[config.mk]
export PLATFORM = sky130hd
export DESIGN_NAME = result_select_reg
export DESIGN_NICKNAME = d
export VERILOG_FILES = /design/src/rtl/mips_funct_pkg.sv /design/src/rtl/result_select_reg.sv
export SDC_FILE = /design/constraint.sdc
export NUM_CORES = 1
export LEC_CHECK = 0
export BUFFER_PORTS_ARGS = -buffer_cell sky130_fd_sc_hd__buf_2
export CAP_MARGIN = 20
export CORE_AREA = 5 5 104 106
export CTS_BUF_LIST = sky130_fd_sc_hd__clkbuf_8
export CTS_CLUSTER_DIAMETER = 80
export DETAILED_ROUTE_END_ITERATION = 10
export DIE_AREA = 0 0 109 111
export SYNTH_ARGS = -nofsm -noshare
export SYNTH_HDL_FRONTEND = slang
export SYNTH_SLANG_ARGS = --single-unit
export TNS_END_PERCENT = 50
[constraint.sdc]
create_clock -name clk -period 2.27 [get_ports clk]
set_input_delay 0.454 -clock clk [delete_from_list [all_inputs] [get_ports clk]]
set_output_delay 0.454 -clock clk [all_outputs]
set_load 0.1 [all_outputs]
[src/rtl/mips_funct_pkg.sv]
// Shared MIPS R-type funct codes, write-back source selects and the
// result selector's state encoding.
package mips_funct_pkg;

    localparam logic [5:0] F_AND  = 6'b100100;
    localparam logic [5:0] F_OR   = 6'b100101;
    localparam logic [5:0] F_ADD  = 6'b100000;
    localparam logic [5:0] F_SUB  = 6'b100010;
    localparam logic [5:0] F_SLT  = 6'b101010;
    localparam logic [5:0] F_SRL  = 6'b000010;
    localparam logic [5:0] F_DIVU = 6'b011011;
    localparam logic [5:0] F_MFHI = 6'b010000;
    localparam logic [5:0] F_MFLO = 6'b010010;

    typedef enum logic {
        IDLE      = 1'b0,
        WAIT_HILO = 1'b1
    } state_t;

    // Which bus feeds the register-file write port; SRC_NONE means no write-back.
    typedef enum logic [2:0] {
        SRC_ALU   = 3'd0,
        SRC_SHIFT = 3'd1,
        SRC_HI    = 3'd2,
        SRC_LO    = 3'd3,
        SRC_NONE  = 3'd4
    } src_t;

    typedef struct packed {
        src_t src;
        logic legal;
    } dec_t;

endpackage

[src/rtl/result_select_reg.sv]
// Registered write-back result selector: picks ALU/shifter/HI/LO by funct,
// registers it with a one-cycle valid pulse, and stalls MFHI/MFLO behind an
// in-flight divide with a bounded wait.
module result_select_reg
    import mips_funct_pkg::*;
#(
    parameter int WIDTH    = 32,
    parameter int FUNCT_W  = 6,
    parameter int WAIT_MAX = 64
) (
    input  logic               clk,
    input  logic               rst_n,
    input  logic               op_valid,
    output logic               op_ready,
    input  logic [FUNCT_W-1:0] funct,
    input  logic [WIDTH-1:0]   alu_out,
    input  logic [WIDTH-1:0]   shift_out,
    input  logic [WIDTH-1:0]   hi_out,
    input  logic [WIDTH-1:0]   lo_out,
    input  logic               hilo_busy,
    output logic [WIDTH-1:0]   data_out,
    output logic               data_valid,
    output logic               err
);

    localparam int CNT_W = $clog2(WAIT_MAX);
    localparam logic [CNT_W-1:0] CNT_LAST = CNT_W'(WAIT_MAX - 1);

    state_t           state;
    logic             sel_hi;
    logic [CNT_W-1:0] wait_cnt;
    dec_t             dec;
    logic             accept;

    // DIVU is legal but writes nothing back; unknown codes are illegal.
    function automatic dec_t decode(input logic [FUNCT_W-1:0] f);
        dec_t d;
        d.src   = SRC_NONE;
        d.legal = 1'b1;
        case (f)
            F_AND, F_OR, F_ADD, F_SUB, F_SLT: d.src = SRC_ALU;
            F_SRL:                            d.src = SRC_SHIFT;
            F_MFHI:                           d.src = SRC_HI;
            F_MFLO:                           d.src = SRC_LO;
            F_DIVU:                           d.src = SRC_NONE;
            default:                          d.legal = 1'b0;
        endcase
        return d;
    endfunction

    assign dec      = decode(funct);
    assign op_ready = (state == IDLE);
    assign accept   = op_valid && op_ready;

    // Capture the selected source, or park in WAIT_HILO until HI/LO settle.
    always_ff @(posedge clk or negedge rst_n) begin
        if (!rst_n) begin
            state      <= IDLE;
            sel_hi     <= 1'b0;
            wait_cnt   <= '0;
            data_out   <= '0;
            data_valid <= 1'b0;
            err        <= 1'b0;
        end else begin
            data_valid <= 1'b0;
            err        <= 1'b0;
            case (state)
                IDLE: begin
                    if (accept) begin
                        case (dec.src)
                            SRC_ALU: begin
                                data_out   <= alu_out;
                                data_valid <= 1'b1;
                            end
                            SRC_SHIFT: begin
                                data_out   <= shift_out;
                                data_valid <= 1'b1;
                            end
                            SRC_HI, SRC_LO: begin
                                if (hilo_busy) begin
                                    state    <= WAIT_HILO;
                                    sel_hi   <= (dec.src == SRC_HI);
                                    wait_cnt <= '0;
                                end else begin
                                    data_out   <= (dec.src == SRC_HI) ? hi_out : lo_out;
                                    data_valid <= 1'b1;
                                end
                            end
                            default: err <= !dec.legal;
                        endcase
                    end
                end
                WAIT_HILO: begin
                    // A settled divider wins over a timeout landing the same cycle.
                    if (!hilo_busy) begin
                        data_out   <= sel_hi ? hi_out : lo_out;
                        data_valid <= 1'b1;
                        state      <= IDLE;
                    end else if (wait_cnt == CNT_LAST) begin
                        data_out   <= '0;
                        data_valid <= 1'b1;
                        err        <= 1'b1;
                        state      <= IDLE;
                    end else begin
                        wait_cnt <= wait_cnt + 1'b1;
                    end
                end
                default: state <= IDLE;
            endcase
        end
    end

endmodule

# ---- Word-level counts from Yosys, hierarchy flattened
# Index checks and enable logic that the tools add are counted.
dict set report totals {
  ff_bits 42
  latch_bits 0
  mem_bits_rw 0
  romBits 0
  out_inout_bits 35
  wordCells 72
  mem_count 0
}
dict set report classes {
  n_addsub 1
  multipliers 0
  div 0
  magnitude_cmp 0
  eq_ne 21
  n_shift 0
  muxes 32
  bitwise_logic 1
  reduce_logical 11
}
# op count
set op_table {}
lappend op_table {{32-bit two-way mux} 6}
lappend op_table {{32-bit one-hot mux with 3 select lines} 1}
lappend op_table {{32-bit one-hot mux with 2 select lines} 1}
lappend op_table {{6-bit equality test, second input constant} 6}
lappend op_table {{6-bit two-way mux} 5}
lappend op_table {{6-bit by 5-bit equality test with 1-bit output, second input constant} 3}
lappend op_table {{1-bit two-way mux} 13}
lappend op_table {{3-bit one-hot mux with 4 select lines} 1}
lappend op_table {{6-bit one-hot mux with 2 select lines} 1}
lappend op_table {{9-bit OR reduction} 1}
lappend op_table {{1-bit one-hot mux with 2 select lines} 4}
lappend op_table {{4-bit AND reduction} 2}
lappend op_table {{6-bit by 1-bit adder with 6-bit output, second input constant} 1}
lappend op_table {{3-bit by 2-bit equality test with 1-bit output, second input constant} 2}
lappend op_table {{6-bit by 2-bit equality test with 1-bit output, second input constant} 1}
lappend op_table {{2-bit by 1-bit != test with 1-bit output, second input constant} 3}
lappend op_table {{5-bit AND reduction} 1}
lappend op_table {{5-bit OR reduction} 1}
lappend op_table {{2-bit != test, second input constant} 2}
lappend op_table {{4-bit by 1-bit != test with 1-bit output, second input constant} 1}
lappend op_table {{2-bit OR reduction} 2}
lappend op_table {{4-bit OR reduction} 1}
lappend op_table {{3-bit by 1-bit equality test with 1-bit output, second input constant} 1}
lappend op_table {{3-bit zero test} 1}
lappend op_table {{5 further kinds} 5}

# ---- Logic depth before layout (Yosys ltp)
dict set report depth {
  word_depth 9
  ltp_mapped 7
  mapped_depth_nobuf 6
}

# ---- Least setup slack after synthesis
# Ideal clock, no wire load.
dict set report synth_path {
  kind {reg2out}
  from {register state}
  to {output op_ready}
  t_arrival_ps 1592
  required_time_ps 1816
  setup_slack_ps 224
  path_stages_with_launch 3
  cell_sequence {dfrtp_1 > inv_2 > clkbuf_1}
}
dict set report synth_between {
  elab_chain_cells 1
}
# item line
set synth_lines {}
lappend synth_lines {{from (decl)} result_select_reg.sv:29} ;# state_t state;
lappend synth_lines {{from (signal assigned)} result_select_reg.sv:58} ;# state <= IDLE;
lappend synth_lines {{from (signal assigned)} result_select_reg.sv:81} ;# state <= WAIT_HILO;
lappend synth_lines {{from (signal assigned)} result_select_reg.sv:98} ;# state <= IDLE;
lappend synth_lines {{1-bit NOT} -}
lappend synth_lines {{to (decl)} result_select_reg.sv:14} ;# output logic op_ready,
# Every way passes these cells.

# ---- Final worst setup path
# Ends and elaborated chain as after synthesis.

==> impl_metrics.yaml <==
power_and_ir_drop:
  p_total_uw: 4268
  ir_drop_uv: 561.5
  p_per_area_nw_per_um2: 945.6
  p_leak_uw: 0.002129
clock_tree:
  cts_tree: "done"
  clockBufferDepth: 2
  cts_max_level: 2
  numCtsBuffers: 5
  cts_sinks: 42
  clock_latency_ns: 0.30
  hold_buffers: 0
  post_cts_buffers: 0
  clk_pin_slew_worst_paths_ns: 0.09
  cts_resized: 0
  cts_root_buf: "clkbuf_8"
status:
  outcome: "completed"
cells_and_area:
  layout-drive-gt1-share_pct: 48.35
  syn_to_final_growth_pct: 37.04
  utilization_pct: 46.60
  nets: 622
  nFillCells: 950
  seqCellArea_um2: 1051
  diodes: 0
  design_area_um2: 4513
  multiInputGateArea_um2: 1968
  stdcell_count: 617
synth:
  yosys_warnings: 0
  synth_common_cells: "65 x mux2i_1, 42 x dfrtp_1, 38 x inv_1"
  seq_area_frac_synth_pct: 31.91
  yosysMostFrequentCell: "mux2i_1"
  yosysTopAreaCell: "dfrtp_1"
  synth_enable_flop_cells: 0
  syn_avg_cell_area_um2: 10.39
  netlist_area_um2: 3293
  synth-seq-cells: 42
  ys_top_cells_by_area: "dfrtp_1 32%, mux2i_1 20%, mux2_2 11%"
  ys_types: 38
  synthFlopType: "dfrtp_1"
  postSynthCellCount: 317
  synth_top_cell_area_share_pct: 31.91
  async_flop_share_pct: 100.0
  syn-num-nets: 456
route:
  dr.pass1.iters: 6
  wl_met1_um: 4522
  drt_iter0_drc: 214
  postRouteAntennaNets: 0
  wirelength_um: 11000
  drc: 0
  wl_met2_um: 5442
  top_layer: "met4"
  avgRoutedWirePerCell_um: 17.83
  route.met3.wl_um: 904
  vias: 3233
  avgViaCountPerCell: 5.240
timing:
  fin_setup_tns_ns: 0
  hold_viol: 0
  finalCriticalPeriod_ns: 1.972
  timing.fmax_mhz: 507.2
  fin_skew_ns: 0.01093
  worst_pin_slew_ns: 0.6578
  period_share_pct: 86.86
  rsz0062_at_grt: "no"
  slew_headroom_pct: 56.00
  finalSetupViolations: 0
  slew_viol_final: 0
worst_setup_path:
  path_class: "flop to output port"
  endpoint_kind: "output port"
  r2r-start: "wait_cnt[0]$_DFFE_PN0P_"
  r2r_slack_ns: 0.35
  reg2reg_to: "data_out[16]$_DFFE_PN0P_"
  arrival_ns: 1.52
  reg2regPathDepth: 7
  crit_required_ns: 1.82
  cp_max_fo: 35
  worstSetupStartpointType: "flop"
placement:
  gp_congestion: 0.7930
  placed_area_um2: 4375
  io_buffers: 172
  hpwl_um: 8187
  dp.cells: 609
worst_hold_path:
  hold_path.class: "primary input to async pin"
floorplan:
  core_um2: 9684
  die_h_um: 111
  io_pins: 173
  die_w_um: 109
  fp.dieArea_um2: 12100
  rows: 36
  initial_utilization_pct: 34.01
global_route:
  first_global_vias: 3536
  grt_usage_pct: 18.03
  grt_max_degree: 43
  grt_pass1_wl_um: 17660
  grt_remaining_overflow: 0
  antenna_found_initial: 0
flow_run:
  cap_violations: 0
worst max-delay path: stages, from the launching register on:
cell and delay (ns):
dfrtp_1 0.48, inv_2 0.10, buf_4 0.40, buf_12 0.23
worst max-delay path by stage:
stage	startpoint	end	slack (ns)	cells past startpoint
2_1_floorplan	state$_DFF_PN0_	op_ready	0.22	2
4_1_cts	state$_DFF_PN0_	op_ready	0.29	3
6_report	state$_DFF_PN0_	op_ready	0.30	3
3_3_place_gp	funct[4]	data_out[14]$_DFFE_PN0P_	0.20	7
3_5_place_dp	funct[4]	data_out[21]$_DFFE_PN0P_	0.13	7
5_1_grt	wait_cnt[0]$_DFFE_PN0P_	data_out[26]$_DFFE_PN0P_	0.06	7
layout by cell type (no fill, tap or decap), drive strengths merged, types with 2 or more instances in the layout:
master   instances
bufinv           2
inv             39
clkbuf           5
o2bb2ai         32
nor4b            3
mux2i           65
nor2             5
a211oi           3
buf            186
o31ai            2
and3             2
nand2            6
xnor2            4
nand3            5
dfrtp           42
a222oi          32
o21ai            4
a31oi            2
mux2            32
logic make-up (layout without fill, tap and decap cells):
logic type / count (synthesis) / in the layout / synth area share [%]
compound gates: 79 / 79 / 21.85
xor+xnor: 4 / 4 / 1.064
fa+ha+maj: 1 / 1 / 0.3799
buf+inv: 66 / 233 / 8.586
flops: 42 / 42 / 31.91
mux: 97 / 97 / 30.70
simple gates: 28 / 28 / 5.510
flip-flops by register name (all words and copies together), names as in the netlist:
register / cells
data_out: 32
data_valid: 1
err: 1
sel_hi: 1
state: 1
wait_cnt: 6
stage by stage:
stage,hold WS (ns),setup slack [ns]
global route,0.1346,0.06311
floorplan,0.1584,0.2244
detailed placement,0.4538,0.1324
global placement,0.4534,0.1964
CTS,0.1237,0.2899
finish,0.1060,0.2982
where the power goes:
part / leakage, µW / internal (µW) / total (µW) / switching [µW]
logic: 0.00156 / 507 / 2430 / 1920
registers: 0.000500 / 973 / 1110 / 138
clock network: 0.0000683 / 441 / 728 / 287
total: 0.00213 / 1920 / 4270 / 2350
metal layers:
metal / vias to the layer above / GRT usage, %
li1: 1575 / -
met1: 1512 / 22.20
met2: 136 / 31.70
met3: 10 / 3.727
met5: - / 0
met4: 0 / 4.293
layout make-up:
type / count / share of cell area, %
clock inverters: 3 / 1.525
clock buffers: 5 / 1.525
well taps: 133 / 3.687
multi-input cells: 209 / 43.61
repair buffers: 186 / 23.12
flip-flops and latches: 42 / 23.29
inverters: 39 / 3.244
(Power assumes the default switching activity.)
